==> src/rtl/tetris_key_das_if.sv <==
// Keyboard/vsync inputs and one-clock game-action pulses between the SoC glue and the game logic.
interface tetris_key_das_if;
  logic [7:0] keycode;
  logic       vga_vs;
  logic       game_active;
  logic       move_left;
  logic       move_right;
  logic       soft_drop;
  logic       rotate_cw;
  logic       rotate_ccw;
  logic [4:0] das_count;

  modport master (
    output keycode, vga_vs, game_active,
    input  move_left, move_right, soft_drop, rotate_cw, rotate_ccw, das_count
  );

  modport slave (
    input  keycode, vga_vs, game_active,
    output move_left, move_right, soft_drop, rotate_cw, rotate_ccw, das_count
  );
endinterface

==> src/rtl/tetris_key_das.sv <==
// Frame-synchronous key decoder with NES-style DAS, periodic soft drop and edge-only rotation.
// Pulses land the cycle after the synchronised vsync falling edge; no backpressure, one action per frame.
module tetris_key_das #(
  parameter logic [7:0] KEY_LEFT    = 8'h04,
  parameter logic [7:0] KEY_RIGHT   = 8'h07,
  parameter logic [7:0] KEY_DOWN    = 8'h16,
  parameter logic [7:0] KEY_ROT_CCW = 8'h0D,
  parameter logic [7:0] KEY_ROT_CW  = 8'h0E,
  parameter int         DAS_INIT    = 16,
  parameter int         DAS_REPEAT  = 6,
  parameter int         DROP_PERIOD = 2
) (
  input  logic             i_clk_clk,
  input  logic             i_reset_reset_n,
  tetris_key_das_if.slave  io_key
);

  typedef enum logic [2:0] {IDLE, SHIFT_L, SHIFT_R, DROP, ROT_WAIT} state_e;
  typedef enum logic [2:0] {K_NONE, K_LEFT, K_RIGHT, K_DOWN, K_CW, K_CCW} key_e;

  localparam logic [4:0] LP_DAS_LAST   = 5'(DAS_INIT - 1);
  localparam logic [4:0] LP_DAS_RELOAD = 5'(DAS_INIT - DAS_REPEAT);
  localparam logic [7:0] LP_DROP_LAST  = 8'(DROP_PERIOD - 1);

  // Pulse vector bit order: left, right, drop, cw, ccw
  localparam logic [4:0] P_LEFT  = 5'b00001;
  localparam logic [4:0] P_RIGHT = 5'b00010;
  localparam logic [4:0] P_DROP  = 5'b00100;
  localparam logic [4:0] P_CW    = 5'b01000;
  localparam logic [4:0] P_CCW   = 5'b10000;

  logic       r_vs_s1;
  logic       r_vs_s2;
  logic       r_vs_d;
  state_e     r_state;
  key_e       r_key;
  logic [4:0] r_das;
  logic [7:0] r_drop;
  logic [4:0] r_pulse;

  logic       w_frame_tick;
  key_e       w_key;
  state_e     w_state_nxt;
  key_e       w_key_nxt;
  logic [4:0] w_das_nxt;
  logic [7:0] w_drop_nxt;
  logic [4:0] w_pulse_nxt;

  assign w_frame_tick = r_vs_d & ~r_vs_s2;

  // Anything outside the five mapped codes behaves exactly like a release.
  always_comb begin
    w_key = K_NONE;
    if      (io_key.keycode == KEY_LEFT)    w_key = K_LEFT;
    else if (io_key.keycode == KEY_RIGHT)   w_key = K_RIGHT;
    else if (io_key.keycode == KEY_DOWN)    w_key = K_DOWN;
    else if (io_key.keycode == KEY_ROT_CW)  w_key = K_CW;
    else if (io_key.keycode == KEY_ROT_CCW) w_key = K_CCW;
  end

  always_ff @(posedge i_clk_clk or negedge i_reset_reset_n) begin
    if (!i_reset_reset_n) begin
      r_vs_s1 <= 1'b1;
      r_vs_s2 <= 1'b1;
      r_vs_d  <= 1'b1;
      r_state <= IDLE;
      r_key   <= K_NONE;
      r_das   <= '0;
      r_drop  <= '0;
      r_pulse <= '0;
    end else begin
      r_vs_s1 <= io_key.vga_vs;
      r_vs_s2 <= r_vs_s1;
      r_vs_d  <= r_vs_s2;
      r_state <= w_state_nxt;
      r_key   <= w_key_nxt;
      r_das   <= w_das_nxt;
      r_drop  <= w_drop_nxt;
      r_pulse <= w_pulse_nxt;
    end
  end

  always_comb begin
    w_state_nxt = r_state;
    w_key_nxt   = r_key;
    w_das_nxt   = r_das;
    w_drop_nxt  = r_drop;
    w_pulse_nxt = '0;
    if (w_frame_tick) begin
      w_key_nxt = w_key;
      if (!io_key.game_active) begin
        // Forgetting the held key makes it a fresh press once play resumes.
        w_state_nxt = IDLE;
        w_key_nxt   = K_NONE;
        w_das_nxt   = '0;
        w_drop_nxt  = '0;
      end else if (r_state == ROT_WAIT && w_key == r_key) begin
        w_state_nxt = ROT_WAIT;
      end else begin
        case (w_key)
          K_LEFT, K_RIGHT: begin
            w_drop_nxt = '0;
            if ((w_key == K_LEFT  && r_state == SHIFT_L) ||
                (w_key == K_RIGHT && r_state == SHIFT_R)) begin
              if (r_das == LP_DAS_LAST) begin
                w_das_nxt   = LP_DAS_RELOAD;
                w_pulse_nxt = (w_key == K_LEFT) ? P_LEFT : P_RIGHT;
              end else begin
                w_das_nxt = r_das + 5'd1;
              end
            end else begin
              w_state_nxt = (w_key == K_LEFT) ? SHIFT_L : SHIFT_R;
              w_das_nxt   = '0;
              w_pulse_nxt = (w_key == K_LEFT) ? P_LEFT : P_RIGHT;
            end
          end
          K_DOWN: begin
            w_das_nxt = '0;
            if (r_state == DROP) begin
              if (r_drop >= LP_DROP_LAST) begin
                w_drop_nxt  = '0;
                w_pulse_nxt = P_DROP;
              end else begin
                w_drop_nxt = r_drop + 8'd1;
              end
            end else begin
              w_state_nxt = DROP;
              w_drop_nxt  = '0;
              w_pulse_nxt = P_DROP;
            end
          end
          K_CW, K_CCW: begin
            w_state_nxt = ROT_WAIT;
            w_das_nxt   = '0;
            w_drop_nxt  = '0;
            w_pulse_nxt = (w_key == K_CW) ? P_CW : P_CCW;
          end
          default: begin
            w_state_nxt = IDLE;
            w_das_nxt   = '0;
            w_drop_nxt  = '0;
          end
        endcase
      end
    end
  end

  assign io_key.move_left  = r_pulse[0];
  assign io_key.move_right = r_pulse[1];
  assign io_key.soft_drop  = r_pulse[2];
  assign io_key.rotate_cw  = r_pulse[3];
  assign io_key.rotate_ccw = r_pulse[4];
  assign io_key.das_count  = r_das;

endmodule
==> src/flat_wrapper.sv <==
// flat-port wrapper written by rule: the top's interface ports become plain ports
module tetris_key_das_flat 
#(
  parameter logic [7:0] KEY_LEFT    = 8'h04,
  parameter logic [7:0] KEY_RIGHT   = 8'h07,
  parameter logic [7:0] KEY_DOWN    = 8'h16,
  parameter logic [7:0] KEY_ROT_CCW = 8'h0D,
  parameter logic [7:0] KEY_ROT_CW  = 8'h0E,
  parameter int         DAS_INIT    = 16,
  parameter int         DAS_REPEAT  = 6,
  parameter int         DROP_PERIOD = 2
)
  (i_clk_clk, i_reset_reset_n, io_key_keycode, io_key_vga_vs, io_key_game_active, io_key_move_left, io_key_move_right, io_key_soft_drop, io_key_rotate_cw, io_key_rotate_ccw, io_key_das_count);
  tetris_key_das_if io_key_i ();
  input  logic i_clk_clk;
  input  logic i_reset_reset_n;
  input wire logic [$bits(io_key_i.keycode)-1:0] io_key_keycode;
  input wire logic [$bits(io_key_i.vga_vs)-1:0] io_key_vga_vs;
  input wire logic [$bits(io_key_i.game_active)-1:0] io_key_game_active;
  output wire logic [$bits(io_key_i.move_left)-1:0] io_key_move_left;
  output wire logic [$bits(io_key_i.move_right)-1:0] io_key_move_right;
  output wire logic [$bits(io_key_i.soft_drop)-1:0] io_key_soft_drop;
  output wire logic [$bits(io_key_i.rotate_cw)-1:0] io_key_rotate_cw;
  output wire logic [$bits(io_key_i.rotate_ccw)-1:0] io_key_rotate_ccw;
  output wire logic [$bits(io_key_i.das_count)-1:0] io_key_das_count;
  assign io_key_i.keycode = io_key_keycode;
  assign io_key_i.vga_vs = io_key_vga_vs;
  assign io_key_i.game_active = io_key_game_active;
  assign io_key_move_left = io_key_i.move_left;
  assign io_key_move_right = io_key_i.move_right;
  assign io_key_soft_drop = io_key_i.soft_drop;
  assign io_key_rotate_cw = io_key_i.rotate_cw;
  assign io_key_rotate_ccw = io_key_i.rotate_ccw;
  assign io_key_das_count = io_key_i.das_count;
  tetris_key_das #(.KEY_LEFT(KEY_LEFT), .KEY_RIGHT(KEY_RIGHT), .KEY_DOWN(KEY_DOWN), .KEY_ROT_CCW(KEY_ROT_CCW), .KEY_ROT_CW(KEY_ROT_CW), .DAS_INIT(DAS_INIT), .DAS_REPEAT(DAS_REPEAT), .DROP_PERIOD(DROP_PERIOD)) u_core (.i_clk_clk(i_clk_clk), .i_reset_reset_n(i_reset_reset_n), .io_key(io_key_i));
endmodule
==> config.mk <==
export PLATFORM = sky130hd
export DESIGN_NAME = tetris_key_das_flat
export DESIGN_NICKNAME = d
export VERILOG_FILES = /design/src/rtl/tetris_key_das_if.sv /design/src/rtl/tetris_key_das.sv /design/src/flat_wrapper.sv
export SDC_FILE = /design/constraint.sdc
export NUM_CORES = 1
export LEC_CHECK = 0
export ABC_CLOCK_PERIOD_IN_PS = 4500
export CORE_ASPECT_RATIO = 2
export CORE_UTILIZATION = 25
export DETAILED_ROUTE_END_ITERATION = 6
export GPL_ROUTABILITY_DRIVEN = 0
export PLACE_DENSITY = 0.53
export SYNTH_ARGS = -nofsm -noshare
export SYNTH_HDL_FRONTEND = slang
export SYNTH_SLANG_ARGS = --single-unit
export TNS_END_PERCENT = 30
==> constraint.sdc <==
create_clock -name i_clk_clk -period 4.5 [get_ports i_clk_clk]
set_input_delay 0.9 -clock i_clk_clk [delete_from_list [all_inputs] [get_ports i_clk_clk]]
set_output_delay 0.9 -clock i_clk_clk [all_outputs]
set_load 0.005 [all_outputs]
# ---- After elaboration in Yosys (flattened, before gate mapping)
# Index checks and enable logic that the tools add are counted.
dict set report word_totals {
  in_bits 12
  register_bits 27
  elab_cells 72
}
dict set report classes {
  n_bitwise 2
  n_reduce_logical 8
  n_mux 32
  order_cmp 1
  eq_ne 19
  add_sub_neg 2
}
# operator n
set op_table {}
lappend op_table {{$mux W5} 11}
lappend op_table {{$mux W8} 5}
lappend op_table {{$mux W3} 12}
lappend op_table {{$eq A8 B3 Y1 const B} 2}
lappend op_table {{$eq A8 B4 Y1 const B} 2}
lappend op_table {{$pmux W5 S3} 1}
lappend op_table {{$eq A3 B2 Y1 const B} 4}
lappend op_table {{$eq A3 B3 Y1 const B} 3}
lappend op_table {{$pmux W3 S3} 1}
lappend op_table {{$add A8 B1 Y8 const B} 1}
lappend op_table {{$eq A8 B5 Y1 const B} 1}
lappend op_table {{$ge A8 B1 Y1 const B} 1}
lappend op_table {{$ne A4 B3 Y1 const B} 2}
lappend op_table {{$eq A3 B1 Y1 const B} 2}
lappend op_table {{$add A5 B1 Y5 const B} 1}
lappend op_table {{$eq A5 B4 Y1 const B} 1}
lappend op_table {{$mux W2} 2}
lappend op_table {{$reduce_or A2 Y1} 2}
lappend op_table {{$eq A3 B3 Y1} 1}
lappend op_table {{$logic_and A1 B1 Y1} 3}
lappend op_table {{$reduce_and A3 Y1} 1}
lappend op_table {{$ne A2 B2 Y1 const B} 1}
lappend op_table {{$reduce_and A2 Y1} 1}
lappend op_table {{$and A1 B1 Y1} 1}
lappend op_table {{other kinds (2)} 2}

# ---- Longest topological paths before layout
dict set report depth {
  word_depth 14
  mapped_depth 8
  mapped_depth_nobuf 7
}

# ---- Worst setup path after synthesis
# No wires, ideal clock.
dict set report synth_timing {
  kind {input to register}
  start {in io_key_keycode[5]}
  end {reg u_core.r_das[1] (netlist: u_core.io_key.das_count[1])}
  required_time_ns 4.375
  slack_ns 1.608
  t_arrival_ns 2.767
  cell_stages 8
  path_cell_list {or4b_1 > buf_2 > nor4b_4 > xnor2_1 > nand2_2 > o21ai_4 > buf_6 > mux2_4}
}
dict set report synth_via {
  elab_chain_len 13
  word_cells_on_any_way 24
}
# element line
set synth_lines {}
lappend synth_lines {{start: declaration} flat_wrapper.sv:17} ;# input wire logic [$bits(io_key_i.keycode)-1:0] io_key_keycode;
lappend synth_lines {{$eq A8 B4 Y1} tetris_key_das.sv:58} ;# else if (io_key.keycode == KEY_ROT_CCW) w_key = K_CCW;
lappend synth_lines {{$mux W3} tetris_key_das.sv:58}
lappend synth_lines {{$mux W3} tetris_key_das.sv:57} ;# else if (io_key.keycode == KEY_ROT_CW) w_key = K_CW;
lappend synth_lines {{$mux W3} tetris_key_das.sv:56} ;# else if (io_key.keycode == KEY_DOWN) w_key = K_DOWN;
lappend synth_lines {{$mux W3} tetris_key_das.sv:55} ;# else if (io_key.keycode == KEY_RIGHT) w_key = K_RIGHT;
lappend synth_lines {{$mux W3 *} tetris_key_das.sv:54} ;# if (io_key.keycode == KEY_LEFT) w_key = K_LEFT;
lappend synth_lines {{$eq A3 B1 Y1 / $eq A3 B2 Y1 (equally long branches)} {tetris_key_das.sv:100, tetris_key_das.sv:103, tetris_key_das.sv:104}}
lappend synth_lines {{$logic_and A1 B1 Y1 (on tied branches)} {tetris_key_das.sv:103, tetris_key_das.sv:104}}
lappend synth_lines {{$logic_or A1 B1 Y1} tetris_key_das.sv:103} ;# if ((w_key == K_LEFT && r_state == SHIFT_L) ||
lappend synth_lines {{$mux W5} tetris_key_das.sv:103}
lappend synth_lines {{$mux W5} tetris_key_das.sv:100} ;# case (w_key)
lappend synth_lines {{$mux W5} tetris_key_das.sv:97} ;# end else if (r_state == ROT_WAIT && w_key == r_key) begin
lappend synth_lines {{$mux W5} tetris_key_das.sv:91} ;# if (!io_key.game_active) begin
lappend synth_lines {{end signal: assignment} tetris_key_das.sv:77} ;# r_das <= w_das_nxt;
lappend synth_lines {{end: declaration} tetris_key_das.sv:37} ;# logic [4:0] r_das;
# Every way passes the cells marked *; elsewhere a longest branch is shown, timed or not. The select of a mux whose other input is x is not followed.
# A chain may end at the register's enable or synchronous reset.

# ---- Worst setup path in the final report
dict set report layout_timing {
  start {in io_key_keycode[5]}
  end {reg u_core.r_drop[1]}
}
dict set report layout_via {
  elab_chain_len 10
  word_cells_on_any_way 18
}
# element line
set layout_lines {}
lappend layout_lines {{$eq A8 B4 Y1} tetris_key_das.sv:58}
lappend layout_lines {{$mux W3} tetris_key_das.sv:58}
lappend layout_lines {{$mux W3} tetris_key_das.sv:57}
lappend layout_lines {{$mux W3} tetris_key_das.sv:56}
lappend layout_lines {{$mux W3} tetris_key_das.sv:55}
lappend layout_lines {{$mux W3 *} tetris_key_das.sv:54}
lappend layout_lines {{$eq A3 B2 Y1 / $eq A3 B3 Y1 (equally long branches)} {tetris_key_das.sv:100, tetris_key_das.sv:97}}
lappend layout_lines {{$mux W8 / $logic_and A1 B1 Y1 (equally long branches)} {tetris_key_das.sv:100, tetris_key_das.sv:97}}
lappend layout_lines {{$mux W8 / $ne A2 B2 Y1 (equally long branches)} --}
lappend layout_lines {{$mux W8 / $reduce_and A2 Y1 (equally long branches)} --}
lappend layout_lines {{end signal: assignment} tetris_key_das.sv:78} ;# r_drop <= w_drop_nxt;
lappend layout_lines {{end: declaration} tetris_key_das.sv:38} ;# logic [7:0] r_drop;
# Marks and branches as above.

==> metrics.md <==
| Metric | Value |
|---|---|
| Status | finished clean |
| Mapped Avg Cell Area | 10.1 um2 |
| Metal2 WL | 2.03 mm |
| Slew Limit Fails | 0 |
| Hold Path Origin | u_core.r_vs_s1 |
| Port bufs | 21 |
| Slowest cell on the critical path | or4b_1 |
| Antenna violations before repair | 0 |
| H-tree levels | 1 |
| Post-synth ARST share | 1.00 |
| Metal3 WL | between 40 and 50 um |
| Die span in x | 56.4 um |
| Mapped Area | 0.00148 mm2 |
| HPWL Detailed | about 2.7 mm |
| Worst-path clk slew | 0.07 ns |
| Required time of the critical path | 4.65 ns |
| Syn Inst Count | 146 |
| Skew-Pair Late Insertion Delay | 0.26 ns |
| Crit path time final | 3.33 ns |
| Crit path capture type | register |
| Layout Cells excl Fill | 227 |
| Routed Antenna Nets | 0 |
| Post-CTS resize count | 0 |
| Final instance area | between 0.0015 and 0.002 mm2 |
| RR Endpoint | u_core.r_drop[1] |
| Initial drt markers | 45 |
| Post-DP Area | about 0.0017 mm2 |
| Slew @ Worst Pin | 0.922 ns |
| # DRC | 0 |
| Congestion Overflow GR | 0 |
| Area of the multi-input gates | ~750 um2 |
| CP max FO | 13 |
| Row count | 39 |
| Layout Area Growth over Synthesis | 23.2% |
| Gr usage total | 0.121 |
| Fmax | 301 MHz |
| Fin Hold WS | 0.356 ns |
| Predominant post-synthesis flop cell | dfrtp_1 |
| # hold bufs at CTS | 0 |
| DRT met1 WL | approximately 1.3 mm |
| DR WL/cell | 15.4 um |
| Total Power | 0.493 mW |
| R2R depth | 5 |
| Hold Crit Endpoint | u_core.r_vs_s2 |
| Root Driver | clkbuf_16 |
| Nets | roughly 180 |
| WL final | ~3.5 mm |
| RSZ-0062 raised after global routing | no |
| Num CTS Buffers | 3 |
| Worst Path Class, Setup | in -> reg |
| Worst path max stage delay | 0.67 ns |
| Register bit total from synthesis | 27 |
| Max transition margin | 0.384 |
| Commonest non-fill, non-tap cell in the layout | dfrtp_1 |
| Clock sink count | 27 |
| Clk_skew | roughly 0.0019 ns |
| Total number of vias | 1181 |
| # Post-CTS Setup Buffers | 0 |
| CP Launch Type | primary input |
| Clk buf depth | 2 |
| Worst VDD drop | 206 uV |
| Most frequent cells in the layout | dfrtp_1 (24), clkdlybuf4s50_1 (21), nand2_1 (13) |
| Layout cells sized above 1 | 0.139 |
| Vias per cell | 5.20 |
| Diodes inserted | 0 |
| Post-Place Cells | between 200 and 250 |
| Die Ht | approximately 110 um |
| Post-synth EDFFs | 0 |
| Final hold viol count | 0 |
| Die area | roughly 0.0063 mm2 |
| Distinct cell type count after synthesis | 51 |
| CP arrival | 3.48 ns |
| CTS tree | yes |
| R2r setup slk | 2.56 ns |
| Core Box Area | 0.00571 mm2 |
| Syn Nets | 162 |
| Largest net degree at the start of global routing | 20 |
| CP Cell Sequence | clkdlybuf4s50_1 > or4b_1 > nor4b_4 > xnor2_1 > nand2_2 > o21ai_4 > mux2_2 |
| Reg2reg start | u_core.r_key[1] |
| Tcrit/Tclk final | 0.739 |
| Top Layer Used | met4 |
| DR pass1 iterations | 4 |
| P per Cell Area | roughly 270 mW/mm2 |
| Starting Density | 0.259 |
| Final-report setup violation count | 0 |
| First-pass GRT wire length | 5.89 mm |
| Sequential area share after synthesis | 0.459 |
| Type of the most critical hold path | reg -> reg |
| Setup TNS Final | 0 ns |
| Yosys warnings | 0 |
| FILL cells | approximately 600 |
| Register area | 679 um2 |
| Max-cap viol count | 0 |
| Hold depth | 0 |
| Number of global-route vias before repair | 1176 |
| Leakage power | roughly 0.76 nW |
| Number of top-level pins | 22 |
[metrics by stage]
step                setup slack (ns)  utilization
finish                          1.17        0.320
global route                    1.02        0.320
CTS                             1.17        0.320
detailed placement             0.883        0.305
global placement               0.876        0.305
floorplan                       1.61            -
[kinds of logic (layout without fill, tap and decap cells)]
family / Yosys count / count (layout) / share of synthesized area
AND/OR/NAND/NOR: 63 / 63 / 0.249
AO/OA/AOI/OAI: 31 / 31 / 0.159
flip-flops: 27 / 27 / 0.459
buffers and inverters: 12 / 32 / 0.0372
XOR/XNOR: 5 / 5 / 0.0296
adder cells (fa/ha/maj): 4 / 4 / 0.0338
multiplexers: 4 / 4 / 0.0329
[cells in the mapped netlist (2+ instances only)]
cell,count,area share
inv_1,6,0.015
dfstp_2,3,0.053
nor2b_1,3,0.013
and2_2,4,0.020
nand2b_1,2,0.0084
clkbuf_1,3,0.0076
nor3_1,2,0.0068
nand2_1,13,0.033
a21oi_1,4,0.014
xor2_1,2,0.012
dfrtp_1,24,0.41
nor4b_1,3,0.018
buf_2,2,0.0068
xnor2_1,3,0.018
nand4_1,4,0.017
nand3_1,5,0.017
nor4_1,2,0.0084
mux2_2,3,0.023
nor2_1,12,0.030
ha_1,4,0.034
and3_1,3,0.013
o21ai_0,5,0.017
a211oi_1,3,0.015
o21a_1,3,0.015
o22a_1,2,0.012
[routing by layer]
layer / up-vias / track usage
met5: - / 0
met4: 0 / 0.0667
met3: 7 / 0.00817
li1: 573 / -
met2: 24 / 0.225
met1: 577 / 0.130
[state kept, by name (all words and copies together), names as in the netlist]
signal                   flops
u_core.io_key.das_count      5
u_core.r_drop                8
u_core.r_key                 3
u_core.r_pulse               5
u_core.r_state               3
u_core.r_vs_d                1
u_core.r_vs_s1               1
u_core.r_vs_s2               1
[how the worst max path moves through the flow]
| stage | start | to | slack (ns) | depth (start not counted) |
|---|---|---|---|---|
| after floorplan | io_key_keycode[5] | u_core.io_key.das_count[1] | 1.61 | 8 |
| after global placement | io_key_keycode[5] | u_core.r_drop[1] | 0.88 | 7 |
| after detailed placement | io_key_keycode[5] | u_core.r_drop[1] | 0.88 | 7 |
| after CTS | io_key_keycode[5] | u_core.r_drop[1] | 1.17 | 7 |
| after global routing | io_key_keycode[4] | u_core.r_drop[1] | 1.02 | 7 |
| final | io_key_keycode[5] | u_core.r_drop[1] | 1.17 | 7 |
[critical path: cells and delay by family]
kind	cells	cell delay (ns)
simple gates	3	1.18
buf+inv	1	0.41
mux	1	0.38
compound gates	1	0.35
xor+xnor	1	0.24
[area by class of cell]
class	count	area share
Sequential cell	27	0.372
Clock inverter	1	0.00411
Multi-Input combinational cell	107	0.409
Inverter	6	0.0123
Timing Repair Buffer	22	0.119
Tap cell	61	0.0418
Clock buffer	3	0.0411
[power breakdown]
part | leakage (nW) | internal [mW] | switching, mW
Clock | 0.0371 | 0.121 | 0.0846
Sequential | 0.367 | 0.245 | 0.00137
Combinational | 0.358 | 0.0168 | 0.0244
Total | 0.762 | 0.383 | 0.110
Note: power is estimated with default switching activity, not from simulation.
